--- config.mk ---
export PLATFORM = sky130hd
export DESIGN_NAME = ram_bist_ctrl_flat
export DESIGN_NICKNAME = d
export VERILOG_FILES = /design/src/rtl/ram_bist_pkg.sv /design/src/rtl/ram_bist_if.sv /design/src/rtl/ram_bist_addr_gen.sv /design/src/rtl/ram_bist_ctrl.sv /design/src/flat_wrapper.sv
export SDC_FILE = /design/constraint.sdc
export NUM_CORES = 1
export LEC_CHECK = 0
export ABC_AREA = 1
export BUFFER_PORTS_ARGS = -buffer_cell sky130_fd_sc_hd__clkbuf_2
export CORE_AREA = 2 2 82 84
export DETAILED_ROUTE_END_ITERATION = 8
export DIE_AREA = 0 0 84 86
export PLACE_DENSITY = 0.67
export SYNTH_ARGS = -nofsm -noshare
export SYNTH_HDL_FRONTEND = slang
export SYNTH_SLANG_ARGS = --single-unit
export TNS_END_PERCENT = 1
--- constraint.sdc ---
create_clock -name clk -period 2.83 [get_ports clk]
set_clock_uncertainty 0.2 [all_clocks]
set_input_delay 0 -clock clk [delete_from_list [all_inputs] [get_ports clk]]
set_output_delay 0 -clock clk [all_outputs]
set_load 0.05 [all_outputs]
--- src/rtl/ram_bist_pkg.sv ---
// ram_bist_pkg
// Shared types and constants for the RAM BIST controller.
//   bist_state_e       : controller state encoding
//   bist_depth()       : RAM depth N for a given address width
//   bist_total_cycles(): cycles from start accept to the done pulse (4N+1)
//   BIST_TOTAL_CYCLES  : that latency for the default 4-bit address

package ram_bist_pkg;

    typedef enum logic [2:0] {
        ST_IDLE,
        ST_W0,
        ST_RW_RD,
        ST_RW_WR,
        ST_R1,
        ST_FLUSH,
        ST_DONE
    } bist_state_e;

    function automatic int unsigned bist_depth(input int unsigned aw);
        return 32'd1 << aw;
    endfunction

    function automatic int unsigned bist_total_cycles(input int unsigned aw);
        return 4 * bist_depth(aw) + 1;
    endfunction

    localparam int unsigned BIST_DEF_ADDR_WIDTH = 4;
    localparam int unsigned BIST_TOTAL_CYCLES   = bist_total_cycles(BIST_DEF_ADDR_WIDTH);

endpackage

--- src/rtl/ram_bist_if.sv ---
// ram_bist_if
// Single-port synchronous RAM port as seen by the BIST controller.
//   ram_we   : write enable            (master -> RAM)
//   ram_addr : address                 (master -> RAM)
//   ram_din  : write data              (master -> RAM)
//   ram_dout : registered read data    (RAM -> master), valid one cycle
//              after the read address was presented
// Modports: master = BIST controller, slave = RAM.

interface ram_bist_if #(
    parameter int DATA_WIDTH = 8,
    parameter int ADDR_WIDTH = 4
);
    logic                  ram_we;
    logic [ADDR_WIDTH-1:0] ram_addr;
    logic [DATA_WIDTH-1:0] ram_din;
    logic [DATA_WIDTH-1:0] ram_dout;

    modport master (
        output ram_we,
        output ram_addr,
        output ram_din,
        input  ram_dout
    );

    modport slave (
        input  ram_we,
        input  ram_addr,
        input  ram_din,
        output ram_dout
    );
endinterface

--- src/rtl/ram_bist_addr_gen.sv ---
// ram_bist_addr_gen
// Up/down address counter for the March sequence.
//   clk, rst_n : clock, async active-low reset (counter -> 0)
//   load_zero  : load 0 (highest priority)
//   load_max   : load N-1
//   inc / dec  : step up / down; no command holds the value
//   addr       : current address
//   tc_up      : addr == N-1 (ascending terminal count)
//   tc_dn      : addr == 0   (descending terminal count)
// The controller switches phases on the terminal counts, so the counter
// is never asked to wrap.

module ram_bist_addr_gen #(
    parameter int ADDR_WIDTH = 4
) (
    input  logic                  clk,
    input  logic                  rst_n,
    input  logic                  load_zero,
    input  logic                  load_max,
    input  logic                  inc,
    input  logic                  dec,
    output logic [ADDR_WIDTH-1:0] addr,
    output logic                  tc_up,
    output logic                  tc_dn
);

    always_ff @(posedge clk or negedge rst_n) begin
        if (!rst_n) begin
            addr <= '0;
        end else if (load_zero) begin
            addr <= '0;
        end else if (load_max) begin
            addr <= '1;
        end else if (inc) begin
            addr <= addr + ADDR_WIDTH'(1);
        end else if (dec) begin
            addr <= addr - ADDR_WIDTH'(1);
        end
    end

    assign tc_up = (addr == '1);
    assign tc_dn = (addr == '0);

endmodule

--- src/rtl/ram_bist_ctrl.sv ---
// ram_bist_ctrl
// March-style RAM BIST initiator: ascending write P, ascending read P /
// write ~P, descending read ~P. Owns the RAM port while busy.
//   clk, rst_n   : clock shared with the RAM, async active-low reset
//   start        : start request, sampled only in IDLE
//   pattern      : background pattern P, latched on start accept
//   ram          : RAM port (ram_bist_if.master)
//   busy         : test in progress (cycle after accept through FLUSH)
//   done         : one-cycle completion pulse
//   pass         : 1 when the finished run saw no mismatch
//   fail_addr    : address of the first mismatch
//   fail_data    : data read at the first mismatch
//   err_count    : saturating mismatch count
// Optional build macro BIST_STOP_ON_FAIL_EN: abort to DONE on the first
// mismatch instead of running the whole sequence.
//
// state    | meaning
// ---------+-----------------------------------------------------
// IDLE     | waiting for start, results held
// W0       | ascending write of P
// RW_RD    | present read address a
// RW_WR    | compare read of a with P, write ~P to a
// R1       | descending read, compare previous read with ~P
// FLUSH    | compare the last (address 0) read
// DONE     | done pulse, pass valid

module ram_bist_ctrl
    import ram_bist_pkg::*;
#(
    parameter int DATA_WIDTH = 8,
    parameter int ADDR_WIDTH = 4
) (
    input  logic                  clk,
    input  logic                  rst_n,
    input  logic                  start,
    input  logic [DATA_WIDTH-1:0] pattern,
    ram_bist_if.master            ram,
    output logic                  busy,
    output logic                  done,
    output logic                  pass,
    output logic [ADDR_WIDTH-1:0] fail_addr,
    output logic [DATA_WIDTH-1:0] fail_data,
    output logic [ADDR_WIDTH+1:0] err_count
);

    localparam int EW = ADDR_WIDTH + 2;

`ifdef BIST_STOP_ON_FAIL_EN
    localparam bit STOP_ON_FAIL = 1'b1;
`else
    localparam bit STOP_ON_FAIL = 1'b0;
`endif

    bist_state_e           state;
    logic [DATA_WIDTH-1:0] pat_q;
    logic                  exp_vld;
    logic [ADDR_WIDTH-1:0] rd_addr;

    logic [ADDR_WIDTH-1:0] addr;
    logic                  tc_up;
    logic                  tc_dn;
    logic                  load_zero;
    logic                  load_max;
    logic                  inc;
    logic                  dec;

    logic                  cmp_rw;
    logic                  cmp_r1;
    logic [DATA_WIDTH-1:0] cmp_exp;
    logic [ADDR_WIDTH-1:0] cmp_addr;
    logic                  mismatch;

    ram_bist_addr_gen #(
        .ADDR_WIDTH (ADDR_WIDTH)
    ) u_addr_gen (
        .clk       (clk),
        .rst_n     (rst_n),
        .load_zero (load_zero),
        .load_max  (load_max),
        .inc       (inc),
        .dec       (dec),
        .addr      (addr),
        .tc_up     (tc_up),
        .tc_dn     (tc_dn)
    );

    always_comb begin
        load_zero = 1'b0;
        load_max  = 1'b0;
        inc       = 1'b0;
        dec       = 1'b0;
        case (state)
            ST_IDLE: load_zero = start;
            ST_W0: begin
                if (tc_up) load_zero = 1'b1;
                else       inc       = 1'b1;
            end
            ST_RW_WR: begin
                if (tc_up) load_max = 1'b1;
                else       inc      = 1'b1;
            end
            ST_R1: dec = !tc_dn;
            default: ;
        endcase
    end

    // RW phase checks the read issued in RW_RD; the R1/FLUSH check uses the
    // read issued one cycle earlier, so its address comes from rd_addr.
    assign cmp_rw   = (state == ST_RW_WR);
    assign cmp_r1   = exp_vld && ((state == ST_R1) || (state == ST_FLUSH));
    assign cmp_exp  = cmp_rw ? pat_q : ~pat_q;
    assign cmp_addr = cmp_rw ? addr : rd_addr;
    assign mismatch = (cmp_rw || cmp_r1) && (ram.ram_dout != cmp_exp);

    always_ff @(posedge clk or negedge rst_n) begin
        if (!rst_n) begin
            state     <= ST_IDLE;
            pat_q     <= '0;
            exp_vld   <= 1'b0;
            rd_addr   <= '0;
            pass      <= 1'b0;
            fail_addr <= '0;
            fail_data <= '0;
            err_count <= '0;
        end else begin
            exp_vld <= (state == ST_R1);
            rd_addr <= addr;

            if (mismatch) begin
                if (err_count == '0) begin
                    fail_addr <= cmp_addr;
                    fail_data <= ram.ram_dout;
                end
                if (err_count != '1) begin
                    err_count <= err_count + EW'(1);
                end
            end

            case (state)
                ST_IDLE: begin
                    if (start) begin
                        pat_q     <= pattern;
                        err_count <= '0;
                        fail_addr <= '0;
                        fail_data <= '0;
                        pass      <= 1'b0;
                        state     <= ST_W0;
                    end
                end
                ST_W0: begin
                    if (tc_up) state <= ST_RW_RD;
                end
                ST_RW_RD: state <= ST_RW_WR;
                ST_RW_WR: begin
                    if (STOP_ON_FAIL && mismatch) begin
                        pass  <= 1'b0;
                        state <= ST_DONE;
                    end else if (tc_up) begin
                        state <= ST_R1;
                    end else begin
                        state <= ST_RW_RD;
                    end
                end
                ST_R1: begin
                    if (STOP_ON_FAIL && mismatch) begin
                        pass  <= 1'b0;
                        state <= ST_DONE;
                    end else if (tc_dn) begin
                        state <= ST_FLUSH;
                    end
                end
                ST_FLUSH: begin
                    pass  <= (err_count == '0) && !mismatch;
                    state <= ST_DONE;
                end
                ST_DONE: state <= ST_IDLE;
                default: state <= ST_IDLE;
            endcase
        end
    end

    assign ram.ram_we   = (state == ST_W0) || (state == ST_RW_WR);
    assign ram.ram_addr = addr;
    assign ram.ram_din  = (state == ST_W0)    ? pat_q  :
                          (state == ST_RW_WR) ? ~pat_q : '0;
    assign busy         = (state != ST_IDLE) && (state != ST_DONE);
    assign done         = (state == ST_DONE);

endmodule

--- src/flat_wrapper.sv ---
// flat-port wrapper written by rule: the top's interface ports become plain ports
module ram_bist_ctrl_flat import ram_bist_pkg::*;
#(
    parameter int DATA_WIDTH = 8,
    parameter int ADDR_WIDTH = 4
)
  (clk, rst_n, start, pattern, busy, done, pass, fail_addr, fail_data, err_count, ram_ram_we, ram_ram_addr, ram_ram_din, ram_ram_dout);
  ram_bist_if #(.DATA_WIDTH(DATA_WIDTH), .ADDR_WIDTH(ADDR_WIDTH)) ram_i ();
  input  logic clk;
  input  logic rst_n;
  input  logic start;
  input  logic [DATA_WIDTH-1:0] pattern;
  output logic busy;
  output logic done;
  output logic pass;
  output logic [ADDR_WIDTH-1:0] fail_addr;
  output logic [DATA_WIDTH-1:0] fail_data;
  output logic [ADDR_WIDTH+1:0] err_count;
  output wire logic [$bits(ram_i.ram_we)-1:0] ram_ram_we;
  output wire logic [$bits(ram_i.ram_addr)-1:0] ram_ram_addr;
  output wire logic [$bits(ram_i.ram_din)-1:0] ram_ram_din;
  input wire logic [$bits(ram_i.ram_dout)-1:0] ram_ram_dout;
  assign ram_ram_we = ram_i.ram_we;
  assign ram_ram_addr = ram_i.ram_addr;
  assign ram_ram_din = ram_i.ram_din;
  assign ram_i.ram_dout = ram_ram_dout;
  ram_bist_ctrl #(.DATA_WIDTH(DATA_WIDTH), .ADDR_WIDTH(ADDR_WIDTH)) u_core (.clk(clk), .rst_n(rst_n), .start(start), .pattern(pattern), .ram(ram_i), .busy(busy), .done(done), .pass(pass), .fail_addr(fail_addr), .fail_data(fail_data), .err_count(err_count));
endmodule
Word-level counts from Yosys, hierarchy flattened
Cells that the tools add are included.
{"block": "word_totals", "regBits": 39, "word_cells": 78, "latchBits": 0, "input_bits": 19, "mem_bits_rw": 0, "output_inout_bits": 34, "memories": 0, "rom_bits": 0}
{"block": "classes", "n_shift": 0, "n_reduce_logical": 19, "multipliers": 0, "n_addsub": 3, "n_bitwise": 1, "mux": 33, "n_eq_ne": 13, "n_lt_le_gt_ge": 0, "div": 0}
{"op": "$mux W8", "n": 7}
{"op": "$mux W4", "n": 9}
{"op": "$mux W6", "n": 4}
{"op": "$pmux W3 S6", "n": 1}
{"op": "$mux W3", "n": 4}
{"op": "$eq A3 B3 Y1 const B", "n": 3}
{"op": "$ne A8 B8 Y1", "n": 1}
{"op": "$not A8 Y8", "n": 1}
{"op": "$add A6 B1 Y6 const B", "n": 1}
{"op": "$eq A3 B2 Y1 const B", "n": 2}
{"op": "$logic_not A6 Y1", "n": 1}
{"op": "$mux W1", "n": 6}
{"op": "$ne A6 B6 Y1 const B", "n": 1}
{"op": "$add A4 B1 Y4 const B", "n": 1}
{"op": "$eq A4 B4 Y1 const B", "n": 1}
{"op": "$logic_and A1 B1 Y1", "n": 4}
{"op": "$logic_not A4 Y1", "n": 1}
{"op": "$ne A2 B1 Y1 const B", "n": 2}
{"op": "$pmux W1 S2", "n": 2}
{"op": "$reduce_and A2 Y1", "n": 2}
{"op": "$reduce_bool A4 Y1", "n": 1}
{"op": "$sub A4 B1 Y4 const B", "n": 1}
{"op": "$eq A3 B1 Y1 const B", "n": 1}
{"op": "$logic_not A3 Y1", "n": 1}
{"op": "8 further kinds", "n": 11}

Depth between registers and ports, before layout
{"block": "depth", "ltp_word": 8, "depth_mapped": 17, "ltp_nobuf": 15}

By module
From an unflattened synthesis, not the netlist that was laid out.
{"block": "unflattened", "cells_unflattened": 344, "hier_area_um2": 2548.7}
{"mod": "ram_bist_ctrl", "instances": 1, "seq_area_each_um2": 875.8, "area_per_inst_um2": 2222.1, "cells_each": 303}
{"mod": "ram_bist_addr_gen", "instances": 1, "seq_area_each_um2": 100.1, "area_per_inst_um2": 326.6, "cells_each": 41}

Worst setup path after synthesis
OpenSTA, ideal clock, no wires.
{"block": "synth_path", "path_type": "flip-flop to flip-flop", "startpoint": "register u_core.state[2]", "endpoint": "register u_core.err_count[0]", "stages_incl_launch_ff": 15, "required_ps": 2559, "setup_ps": 71, "arrival_time_ps": 2387, "n_path_buf": 3, "slack_ps": 172, "synth_period_minus_slack_ps": 2658, "path_cell_list": "dfrtp_1 > nor2_4 > nand2_4 > buf_4 > inv_1 > ha_1 > xnor2_1 > nand2_1 > nor2_1 > nand2_1 > buf_4 > buf_2 > nand4_1 > nand2_1 > nor2_1"}
{"block": "synth_between", "elab_chain_len": 8, "elab_cells_between_ends": 13, "cone_classes": "eq/ne: 4; mux: 4; reduce/logical: 5"}
{"element": "start, declared", "line": "ram_bist_ctrl.sv:54", "text": "bist_state_e state;"}
{"element": "start signal, assigned", "line": "ram_bist_ctrl.sv:117", "text": "state <= ST_IDLE;"}
{"element": "start signal, assigned", "line": "ram_bist_ctrl.sv:147", "text": "state <= ST_W0;"}
{"element": "start signal, assigned", "line": "ram_bist_ctrl.sv:151", "text": "if (tc_up) state <= ST_RW_RD;"}
{"element": "parallel branches: the longest is 7 deep, another holds $mux W8"}
{"element": "$mux W6 (*)", "line": "ram_bist_ctrl.sv:139", "text": "case (state)"}
{"element": "end signal, assigned", "line": "ram_bist_ctrl.sv:135", "text": "err_count <= err_count + EW'(1);"}
{"element": "end, declared", "line": "ram_bist_ctrl.sv:43", "text": "output logic [ADDR_WIDTH+1:0] err_count"}
Mark *: on every way between the ends.
A chain may end at the register's enable or synchronous reset.

Worst setup path in the final report
Same ends and word-level chain as after synthesis.

==> impl_metrics.yaml <==
floorplanning:
  num_io_pins: 53
  die_h_um: 86
  core_area_mm2: 0.00628
  die-area_mm2: 0.00722
  num_rows: 29
  start_util_pct: 39.0
  die_w_um: 84
sta:
  finalHoldViolations: 0
  post-route-period-util_pct: 90.7
  rsz0062_at_grt: "false"
  finalSetupViolCount: 0
  layout_min_cycle_time_ns: 2.57
  relSlewSlack_pct: 34.5
  fmax_mhz: 389
  tightestPinTransition_ns: 0.982
  setup_tns_ns: 0
  slew_violations: 0
yosys:
  avgSynthCellArea_um2: 7.27
  synth-seq-cells: 39
  synthArstFlopShare_pct: 100
  yosysWarnings: 0
  synth-seq-area-share_pct: 39.9
  synth_edf_count: 0
  syn_inst: 337
  synth.distinct_cells: 29
  synth_nets: 369
  synth_area_mm2: 0.00245
  synth_flop_cell: "dfrtp_1"
placement:
  hpwl_um: 3920
  dpl-instance-area_mm2: 0.00275
  port_buffers: 52
  dp.cells: 458
  gp_congestion: 0.766
global_routing:
  grt_pass1_wl_um: 9400
  first_global_vias: 2163
  grt-ovfl-total: 0
  grt_antenna_before_repair: 0
  track_usage_pct: 15.8
  grt_max_degree: 40
drt:
  drtAntennaViolNets: 0
  drt_pass1_iterations: 5
  via_per_inst: 4.67
  wirelength_um: 5290
  wl_per_cell_um: 10.9
  drc: 0
  drt_iter0_markers: 89
  num_vias: 2261
setup_path:
  end_kind: "flip-flop"
  reg2reg_from: "u_core.state[2]"
  critical_path_required_ns: 2.83
  cp_max_fo: 15
  cp.arrival_ns: 2.56
  critPathLaunchType: "flip-flop"
  timing.rr.end: "u_core.err_count[0]"
  crit_type: "flip-flop to flip-flop"
  reg2reg_slack_ns: 0.26
  r2r_cells: 13
  critPathMaxStageDelay_ns: 0.47
  crit_path_top_delay_cell: "dfrtp_1"
  crit_path_cell_trace: "nor2_4, nand2_4, inv_1, ha_1, xnor2_1, nand2_1, nor2_1, nand2_2, buf_4, nand3_2, nand2_1, inv_1, nor2_1"
cells_and_area:
  area_delta_synth_final_pct: 24.7
  multiInputGateArea_mm2: 0.00115
  nFillCells: 622
  instances_no_fill: 484
  nNetsFinal: 438
  regArea_um2: 976
  drive_gt1_share_pct: 19.2
  diodes: 0
  stdcell_area_mm2: 0.00305
clock_network:
  path_clk_slew_ns: 0.08
  numCtsBuffers: 5
  cts.sinks: 39
  ctsRootBufferMaster: "clkbuf_8"
  cts_tree: "yes"
  post-cts-setup-buffers: 0
  insertion_delay_ns: 0.29
  htree_levels: 2
  cts_max_path_buffers: 2
job:
  maxCapViolCount: 0
min_path:
  holdCritPathClass: "input port to async pin"
pwr:
  p_leak_uw: 0.00178
  ir_drop_uv: 587
  powerDensity_mw_per_mm2: 1210
run_status:
  status: "finished clean"
cell usage in the layout, fill, tap and decap left out, types with 2 or more instances in the layout:
master / instances
inv_2: 3
ha_1: 12
dfrtp_1: 39
nand3_2: 2
nor3_1: 4
a21oi_1: 12
xnor2_1: 4
nand2_2: 4
nor2_1: 33
nand3_1: 12
buf_4: 3
nand4_1: 15
or2_2: 2
nand2_1: 89
inv_1: 65
clkbuf_8: 6
clkbuf_2: 52
dlygate4sd3_1: 18
xor2_1: 2
o21ai_0: 19
registers in the layout, summed over array words and instances (netlist names), 3 cells and up:
name                    flops
u_core.fail_addr            4
u_core.fail_data            8
u_core.state                3
u_core.rd_addr              4
u_core.err_count            6
u_core.pat_q                8
u_core.u_addr_gen.addr      4
where the power goes:
group | leakage, µW | total, µW | switching, µW | internal [µW]
logic | 0.00124 | 2250 | 1590 | 659
registers | 0.000478 | 965 | 192 | 773
clock network | 0.0000612 | 486 | 201 | 285
total | 0.00178 | 3700 | 1980 | 1720
per-stage QoR:
stage	hold WS [ns]	power [µW]	util [%]	worst slack (ns)
finish	0.194	3700	48.7	0.262
global route	0.278	4070	48.7	0.0148
global placement	-0.00135	3180	43.9	0.219
CTS	0.235	3740	48.6	0.111
floorplan	-0.496	2780	-	0.172
detailed placement	0.0141	3230	43.9	0.131
worst max-delay path: cells and delay by family, from the launching register on:
kind	cells	cell delay (ns)
flops	1	0.47
xor+xnor	1	0.17
buf+inv	3	0.50
simple gates	8	0.84
fa+ha+maj	1	0.30
how the worst max path moves through the flow:
| stage | startpoint | end | slack [ns] | cells after the start |
|---|---|---|---|---|
| after floorplan | u_core.state[2] | u_core.err_count[0] | 0.17 | 14 |
| after global placement | u_core.state[2] | u_core.err_count[0] | 0.22 | 13 |
| after detailed placement | u_core.state[2] | u_core.fail_data[6] | 0.13 | 12 |
| after CTS | u_core.state[2] | u_core.fail_data[6] | 0.11 | 13 |
| after global routing | u_core.state[2] | u_core.err_count[1] | 0.01 | 13 |
| final | u_core.state[2] | u_core.err_count[0] | 0.26 | 13 |
cell usage after synthesis (all sizes together) (2+ instances only):
cell type,instances,area [µm²]
nor2,35,141
nor3,4,20.0
buf,10,70.1
a21oi,12,60.1
nand4,15,93.8
nand3,14,80.1
xor2,2,17.5
or2,2,12.5
ha,12,150
dfrtp,39,976
xnor2,4,35.0
o21ai,20,100
nand2,94,368
inv,68,255
area by class of cell:
class | instances | area share, %
Clock inverter | 2 | 1.15
Clock buffer | 6 | 2.70
Tap cell | 77 | 3.15
Sequential cell | 39 | 32.0
Timing Repair Buffer | 73 | 15.2
Multi-Input combinational cell | 219 | 37.5
Inverter | 68 | 8.36
kinds of logic after synthesis:
logic type      synth area share (%)
xor+xnor                        2.15
flops                           39.9
buf+inv                         13.4
compound gates                  7.51
fa+ha+maj                       6.95
simple gates                    30.1
layer usage:
layer | GRT usage [%] | wire length (µm) | part of all wire (%) | vias up
met5 | 0 | 0 | 0 | -
met4 | 4.40 | 61 | 1.2 | 0
met3 | 3.95 | 222 | 4.2 | 6
met2 | 27.4 | 2550 | 48 | 43
met1 | 19.8 | 2450 | 46 | 1036
li1 | - | - | - | 1176
timing repair:
item | in CTS | in global routing
hold buffers | 18 | 0
hold endpoints to repair | 57 | 0
gates resized for setup | 0 | 1
endpoints found under the setup margin | 0 | 19
No activity file was read; power rests on OpenSTA's default activity.
